==> config.mk <==
export PLATFORM = sky130hd
export DESIGN_NAME = bk_mem_ctrl_flat
export DESIGN_NICKNAME = d
export VERILOG_FILES = /design/src/rtl/bk_mem_ctrl_if.sv /design/src/rtl/bk_mem_ctrl.sv /design/src/flat_wrapper.sv
export SDC_FILE = /design/constraint.sdc
export NUM_CORES = 2
export LEC_CHECK = 0
export ABC_AREA = 0
export CORE_MARGIN = 2
export CORE_UTILIZATION = 50
export DETAILED_ROUTE_END_ITERATION = 6
export PLACE_DENSITY_LB_ADDON = 0.05
export SYNTH_ARGS = -nofsm -noshare
export SYNTH_HDL_FRONTEND = slang
export SYNTH_SLANG_ARGS = --single-unit
==> constraint.sdc <==
create_clock -name clk -period 12.94 [get_ports clk]
set_input_delay 1.941 -clock clk [delete_from_list [all_inputs] [get_ports clk]]
set_output_delay 1.941 -clock clk [all_outputs]
set_load 0.01 [all_outputs]
==> src/rtl/bk_mem_ctrl_if.sv <==
// Request/response bus for bk_mem_ctrl: a valid/ready request channel
// and a valid/ready read-response channel, plus the clear-complete flag.
interface bk_mem_ctrl_if #(
  parameter int WIDTH      = 8,
  parameter int DATA_WIDTH = 2*WIDTH
);
  logic                    reqValid;
  logic                    reqReady;
  logic                    reqWrite;
  logic [WIDTH-1:0]        reqAddr;
  logic [DATA_WIDTH-1:0]   reqData;
  logic [DATA_WIDTH/8-1:0] reqByteEn;
  logic                    rspValid;
  logic                    rspReady;
  logic [DATA_WIDTH-1:0]   rspData;
  logic                    rspErr;
  logic                    initDone;

  modport master (
    output reqValid, reqWrite, reqAddr, reqData, reqByteEn, rspReady,
    input  reqReady, rspValid, rspData, rspErr, initDone
  );

  modport slave (
    input  reqValid, reqWrite, reqAddr, reqData, reqByteEn, rspReady,
    output reqReady, rspValid, rspData, rspErr, initDone
  );
endinterface

==> src/rtl/bk_mem_ctrl.sv <==
// Single-port word memory with byte-enable writes, one-cycle registered reads,
// out-of-range error responses and a zero-clear sweep after every reset.
module bk_mem_ctrl #(
  parameter int WIDTH      = 8,
  parameter int DATA_WIDTH = 2*WIDTH,
  parameter int DEPTH      = 2**WIDTH
) (
  input  logic         clk,
  input  logic         rst_n,
  bk_mem_ctrl_if.slave bus
);
  localparam int NB = DATA_WIDTH/8;
  localparam int AW = (DEPTH > 1) ? $clog2(DEPTH) : 1;

  typedef enum logic {INIT, RUN} state_t;

  state_t                state_reg;
  logic [WIDTH-1:0]      ptr_reg;
  logic                  rsp_valid_reg;
  logic                  rsp_err_reg;
  logic                  init_done_reg;
  logic [DATA_WIDTH-1:0] rsp_data_reg;

  logic [DATA_WIDTH-1:0] mem [DEPTH];

  logic                  in_range;
  logic                  req_ready;
  logic                  accept;
  logic                  rd_acc;
  logic                  wr_acc;
  logic [AW-1:0]         waddr;
  logic [AW-1:0]         raddr;
  logic [NB-1:0]         we;
  logic [DATA_WIDTH-1:0] wdata;

  assign in_range  = {1'b0, bus.reqAddr} < (WIDTH+1)'(DEPTH);
  assign req_ready = init_done_reg && (!rsp_valid_reg || bus.rspReady);
  assign accept    = bus.reqValid && req_ready;
  assign rd_acc    = accept && !bus.reqWrite;
  assign wr_acc    = accept && bus.reqWrite && in_range;
  assign waddr     = (state_reg == INIT) ? ptr_reg[AW-1:0] : bus.reqAddr[AW-1:0];
  assign raddr     = bus.reqAddr[AW-1:0];

  // The clear sweep shares the write port: all lanes enabled, data forced to zero.
  generate
    for (genvar gi = 0; gi < NB; gi++) begin : g_lane
      assign we[gi]           = (state_reg == INIT) || (wr_acc && bus.reqByteEn[gi]);
      assign wdata[gi*8 +: 8] = (state_reg == INIT) ? 8'h00 : bus.reqData[gi*8 +: 8];
    end
  endgenerate

  always_ff @(posedge clk) begin
    for (int b = 0; b < NB; b++) begin
      if (we[b]) mem[waddr][b*8 +: 8] <= wdata[b*8 +: 8];
    end
  end

  always_ff @(posedge clk or negedge rst_n) begin
    if (!rst_n) begin
      state_reg     <= INIT;
      ptr_reg       <= '0;
      rsp_valid_reg <= 1'b0;
      rsp_err_reg   <= 1'b0;
      rsp_data_reg  <= '0;
      init_done_reg <= 1'b0;
    end else begin
      case (state_reg)
        INIT: begin
          ptr_reg <= ptr_reg + 1'b1;
          if (ptr_reg == WIDTH'(DEPTH-1)) begin
            state_reg     <= RUN;
            init_done_reg <= 1'b1;
            ptr_reg       <= '0;
          end
        end
        RUN: begin
          // A new read overwrites a response being consumed this same cycle.
          if (rd_acc) begin
            rsp_valid_reg <= 1'b1;
            rsp_data_reg  <= in_range ? mem[raddr] : '0;
            rsp_err_reg   <= !in_range;
          end else if (bus.rspReady) begin
            rsp_valid_reg <= 1'b0;
          end
        end
        default: state_reg <= INIT;
      endcase
    end
  end

  assign bus.reqReady = req_ready;
  assign bus.rspValid = rsp_valid_reg;
  assign bus.rspData  = rsp_data_reg;
  assign bus.rspErr   = rsp_err_reg;
  assign bus.initDone = init_done_reg;
endmodule

==> src/flat_wrapper.sv <==
// flat-port wrapper written by rule: the top's interface ports become plain ports
module bk_mem_ctrl_flat 
#(
  parameter int WIDTH      = 8,
  parameter int DATA_WIDTH = 2*WIDTH,
  parameter int DEPTH      = 2**WIDTH
)
  (clk, rst_n, bus_reqValid, bus_reqWrite, bus_reqAddr, bus_reqData, bus_reqByteEn, bus_rspReady, bus_reqReady, bus_rspValid, bus_rspData, bus_rspErr, bus_initDone);
  bk_mem_ctrl_if #(.WIDTH(WIDTH), .DATA_WIDTH(DATA_WIDTH)) bus_i ();
  input  logic clk;
  input  logic rst_n;
  input wire logic [$bits(bus_i.reqValid)-1:0] bus_reqValid;
  input wire logic [$bits(bus_i.reqWrite)-1:0] bus_reqWrite;
  input wire logic [$bits(bus_i.reqAddr)-1:0] bus_reqAddr;
  input wire logic [$bits(bus_i.reqData)-1:0] bus_reqData;
  input wire logic [$bits(bus_i.reqByteEn)-1:0] bus_reqByteEn;
  input wire logic [$bits(bus_i.rspReady)-1:0] bus_rspReady;
  output wire logic [$bits(bus_i.reqReady)-1:0] bus_reqReady;
  output wire logic [$bits(bus_i.rspValid)-1:0] bus_rspValid;
  output wire logic [$bits(bus_i.rspData)-1:0] bus_rspData;
  output wire logic [$bits(bus_i.rspErr)-1:0] bus_rspErr;
  output wire logic [$bits(bus_i.initDone)-1:0] bus_initDone;
  assign bus_i.reqValid = bus_reqValid;
  assign bus_i.reqWrite = bus_reqWrite;
  assign bus_i.reqAddr = bus_reqAddr;
  assign bus_i.reqData = bus_reqData;
  assign bus_i.reqByteEn = bus_reqByteEn;
  assign bus_i.rspReady = bus_rspReady;
  assign bus_reqReady = bus_i.reqReady;
  assign bus_rspValid = bus_i.rspValid;
  assign bus_rspData = bus_i.rspData;
  assign bus_rspErr = bus_i.rspErr;
  assign bus_initDone = bus_i.initDone;
  bk_mem_ctrl #(.WIDTH(WIDTH), .DATA_WIDTH(DATA_WIDTH), .DEPTH(DEPTH)) u_core (.clk(clk), .rst_n(rst_n), .bus(bus_i));
endmodule
== Word level (Yosys, flattened, before mapping) ==
Memory sizes are Yosys's and may differ from the RTL's. A register that Yosys moved wholly into a read port is not among the register bits.
Index checks and enable logic that the tools add are counted.
Operators by class
  $add $sub $neg: 1
  equal/unequal tests: 1
  muxes and demuxes: 12
  bitwise operators: 1
  reduce and logical (&&, ||, !) cells: 16
Operators by type and width (number)
  $mux W8: 4
  $add A8 B1 Y8 const B: 1
  $eq A8 B8 Y1 const B: 1
  $mux W1: 8
  $logic_and A1 B1 Y1: 6
  $reduce_and A2 Y1: 3
  $logic_not A1 Y1: 3
  $logic_or A1 B1 Y1: 3
  $reduce_bool A2 Y1: 1
  $not A1 Y1: 1
Storage, ports and cells
  bits in registers: 11
  memory bits (writable): 4096
  output and inout bits: 20
  logic and storage cells: 36
  memories: 1
Memories
  u_core.mem: words 256, width 16, rd ports 1, clocked after Yosys merged registers in 1, wr ports 1, line bk_mem_ctrl.sv:24  | logic [DATA_WIDTH-1:0] mem [DEPTH];

== Logic depth before layout (Yosys ltp) ==
  word-level depth: 9
  gate-level depth with buffers: 13
  mapped depth without buffers: 7

== Least setup slack after synthesis ==
OpenSTA, ideal clock, no wires.
  kind: input port to flip-flop
  start point: input bus_reqData[6]
  end point: memory u_core.mem[0][6] in the netlist's numbering, data pin
  setup time: 0.869 ns
  arrival: 5.185 ns
  setup slack: 6.886 ns
  stages on the path: 1
  buffers on the path: 0
  cell sequence: and2_1
On the way
  cells in the longest elaborated chain, start to end: 1
RTL lines
  start, declared: line flat_wrapper.sv:15  | input wire logic [$bits(bus_i.reqData)-1:0] bus_reqData;
  $mux W8: line bk_mem_ctrl.sv:48  | assign wdata[gi*8 +: 8] = (state_reg == INIT) ? 8'h00 : bus.reqData[gi*8 +: 8];
  end, declared: line bk_mem_ctrl.sv:24
Every way passes these cells.

==> impl_metrics.env <==
export IMPL_run_status="finished with violations"
export IMPL_violated_checks="capacitance limit, slew limit"
export IMPL_cts_repair_timing_setup_buffer_count=0
export IMPL_fill_cells=24200
export IMPL_core_region_area_um2=320000
export IMPL_post_synth_most_frequent_cells="4096 x sky130_fd_sc_hd__edfxtp_1, 735 x sky130_fd_sc_hd__mux4_2, 641 x sky130_fd_sc_hd__mux2i_1"
export IMPL_synthesis_nets=7910
export IMPL_cts_root_buf="sky130_fd_sc_hd__clkbuf_16"
export IMPL_cts_repair_resized=0
export IMPL_start_util_pct=50.1
export IMPL_pin_count_of_the_biggest_net_entering_global_routing=204
export IMPL_topRoutingLayerUsed="met4"
export IMPL_internal_power_summed_over_all_cells_uw=21600
export IMPL_seqCellArea_um2=124000
export IMPL_hp_class="register to register"
export IMPL_post_drt_via_cell_ratio=6.39
export IMPL_clock_sinks=4123
export IMPL_totalPowerFinal_uw=27300
export IMPL_ant_nets=0
export IMPL_grt_ovfl_total=0
export IMPL_routed_wl_met2_um=222000
export IMPL_ir_worst_vdd_mv=0.112
export IMPL_setup_viol=0
export IMPL_ys_seq_elements=4123
export IMPL_die_width_um=571
export IMPL_later_pin_clock_latency_in_the_skew_report_ns=0.97
export IMPL_critPathKind="input port to register"
export IMPL_post_synth_top_count_cell="sky130_fd_sc_hd__edfxtp_1"
export IMPL_synth_sequential_area_ratio_pct=77.0
export IMPL_power_density_nw_per_um2=152
export IMPL_postSynthAreaPerCell_um2=20.4
export IMPL_cts_hold_buf=0
export IMPL_leakage_uw=0.0468
export IMPL_timing_final_hold_violations=0
export IMPL_fin_util_pct=55.8
export IMPL_synth_edff_count=4096
export IMPL_power_switching_fraction_pct=20.6
export IMPL_multi_input_area_um2=33800
export IMPL_yosys_area_top_type_share_pct=76.6
export IMPL_synth_top_cells_by_area="sky130_fd_sc_hd__edfxtp_1 77%, sky130_fd_sc_hd__mux4_2 10%, sky130_fd_sc_hd__mux2i_1 4.0%, sky130_fd_sc_hd__nor2_1 1.3%, sky130_fd_sc_hd__o22ai_1 0.79%"
export IMPL_cp_required_ns=13.84
export IMPL_drc_errors=0
export IMPL_area_growth_from_synthesis_to_final_layout_pct=11.4
export IMPL_pre_repair_dr_iteration_count=6
export IMPL_initialDrtViolationCount=10000
export IMPL_clk_transition_reported_paths_ns=0.06
export IMPL_power_sequential_fraction_pct=53.0
export IMPL_switchingPower_uw=5630
export IMPL_critPathLaunchType="input port"
export IMPL_capturing_element_type_of_the_critical_path="register"
export IMPL_place_detailed_hpwl_um=277000
export IMPL_max_clock_freq_mhz=160
export IMPL_place_port_buffers=49
export IMPL_cts_inserted_buffers=425
export IMPL_cts_tree="built"
export IMPL_synth_lib_cells_used_distinct=73
export IMPL_cp_max_fo=64
export IMPL_antenna_found_initial=20
export IMPL_timing_reg2reg_setup_slack_ns=7.98
export IMPL_finalClockSkew_ns=0.0433
export IMPL_route_detailed_wl_per_inst_um=36.1
export IMPL_largest_register_ffs=4096
export IMPL_synth_cells=7878
export IMPL_dr_total_vias=81400
export IMPL_met1Wirelength_um=193000
export IMPL_die_area_um2=326000
export IMPL_design_final_nets=8099
export IMPL_max_slew_worst_pin_slew_ns=1.69
export IMPL_timing_critical_path_arrival_ns=7.16
export IMPL_timing_final_crit_share_pct=48.4
export IMPL_grtUsageTotal_pct=28.2
export IMPL_drv_max_cap_violation_count=1
export IMPL_chip_height_um=571
export IMPL_post_synth_instance_area_um2=161000
export IMPL_vias_in_the_first_global_route=80800
export IMPL_yosysWarningCount=0
export IMPL_place_congestion=0.852
export IMPL_tmin_final_ns=6.27
export IMPL_detailroute_wirelength_met3_um=30900
export IMPL_synth_async_sr_flop_share_pct=0.655
export IMPL_clock_power_share_pct=44.4
export IMPL_htree_levels=5
export IMPL_comb_power_share_pct=2.6
export IMPL_postRouteWirelength_um=460000
export IMPL_fin_tns_setup_ns=0
export IMPL_grt_setup_unrepaired="false"
export IMPL_boundaryPins=51
export IMPL_row_count=208
export IMPL_cts_max_path_buffers=4
export IMPL_hold_slack_ns=0.518
export IMPL_drive_gt1_share_pct=19.1
export IMPL_top_reg_cell_synth="sky130_fd_sc_hd__edfxtp_1"
export IMPL_grt_first_pass_wirelength_um=644000
export IMPL_yosysTopAreaCell="sky130_fd_sc_hd__edfxtp_1"
export IMPL_report_final_slew_viol_count=2
export IMPL_slew_limit_headroom_pct=-13.9
per-stage QoR:
step	setup WS, ns	instance area, um2	cells
after floorplan	6.89	161000	7878
after global placement	5.45	165000	11900
after detailed placement	5.84	165000	11900
after CTS	6.86	179000	12700
after global routing	6.88	179000	12700
final	6.67	179000	12700
path summary, 6_finish.rpt:
path                       cells after the start                endpoint                 from
max                                           10   u_core.bus.rspData[0]       bus_reqAddr[1]
min                                            2     u_core.bus.rspValid  u_core.bus.rspValid
max reg2reg                                    5       u_core.mem[64][1]     u_core.state_reg
min reg2reg                                    2     u_core.bus.rspValid  u_core.bus.rspValid
max in group asynchronous                      2  u_core.bus.rspData[11]                rst_n
min in group asynchronous                      2   u_core.bus.rspData[6]                rst_n
power by group through the flow:
stage | Clock [uW] | Combinational, uW | Sequential, uW
after global placement | 0 | 724 | 14700
after detailed placement | 0 | 725 | 14700
after CTS | 12300 | 726 | 14500
final | 12100 | 721 | 14500
after floorplan | 0 | 470 | 14700
after global routing | 12800 | 748 | 14400
cells in the final DEF (no fill, tap or decap), types with 119 or more instances in the layout:
master	count
sky130_fd_sc_hd__clkbuf_16	430
sky130_fd_sc_hd__buf_4	173
sky130_fd_sc_hd__a22oi_1	128
sky130_fd_sc_hd__o221ai_1	124
sky130_fd_sc_hd__nor2_1	569
sky130_fd_sc_hd__mux4_2	735
sky130_fd_sc_hd__edfxtp_1	4096
sky130_fd_sc_hd__mux2i_1	641
sky130_fd_sc_hd__nand2_1	213
sky130_fd_sc_hd__a21oi_1	119
sky130_fd_sc_hd__o22ai_1	203
layer usage:
metal	vias up	global-route usage, %
li1	33200	-
met1	44000	40.4
met2	3590	45.3
met3	629	3.88
met4	0	8.67
met5	-	0
cell families (layout without fill, tap and decap cells):
kind of cell	after synthesis	after routing	share of synthesized area (%)
flip-flops	4123	4123	77.0
buffers and inverters	496	1044	2.03
XOR/XNOR	5	5	0.0273
other	1	11	0.00234
adder cells (fa/ha/maj)	1	1	0.00779
AO/OA/AOI/OAI	849	849	3.72
AND/OR/NAND/NOR	1009	1009	2.62
multiplexers	1394	1394	14.5
worst max-delay path, stage by stage:
cell and delay (ns):
sky130_fd_sc_hd__buf_8 0.45, sky130_fd_sc_hd__buf_4 0.59, sky130_fd_sc_hd__buf_4 0.56, sky130_fd_sc_hd__buf_4 0.63
sky130_fd_sc_hd__mux4_2 0.38, sky130_fd_sc_hd__o22ai_1 0.08, sky130_fd_sc_hd__o21ai_0 0.43, sky130_fd_sc_hd__nand2_1 0.19
sky130_fd_sc_hd__nor4_1 1.41, sky130_fd_sc_hd__a211o_1 0.19
final cells by class:
type,instances,share of cell area [%]
Sequential cell,4123,69.1
Multi-Input combinational cell,3259,18.9
Clock buffer,512,6.19
Tap cell,4305,3.01
Clock inverter,274,1.46
Timing Repair Buffer,245,1.25
Inverter,13,0.0322
Antenna cell,10,0.0140
Note: power is estimated with default switching activity, not from simulation.
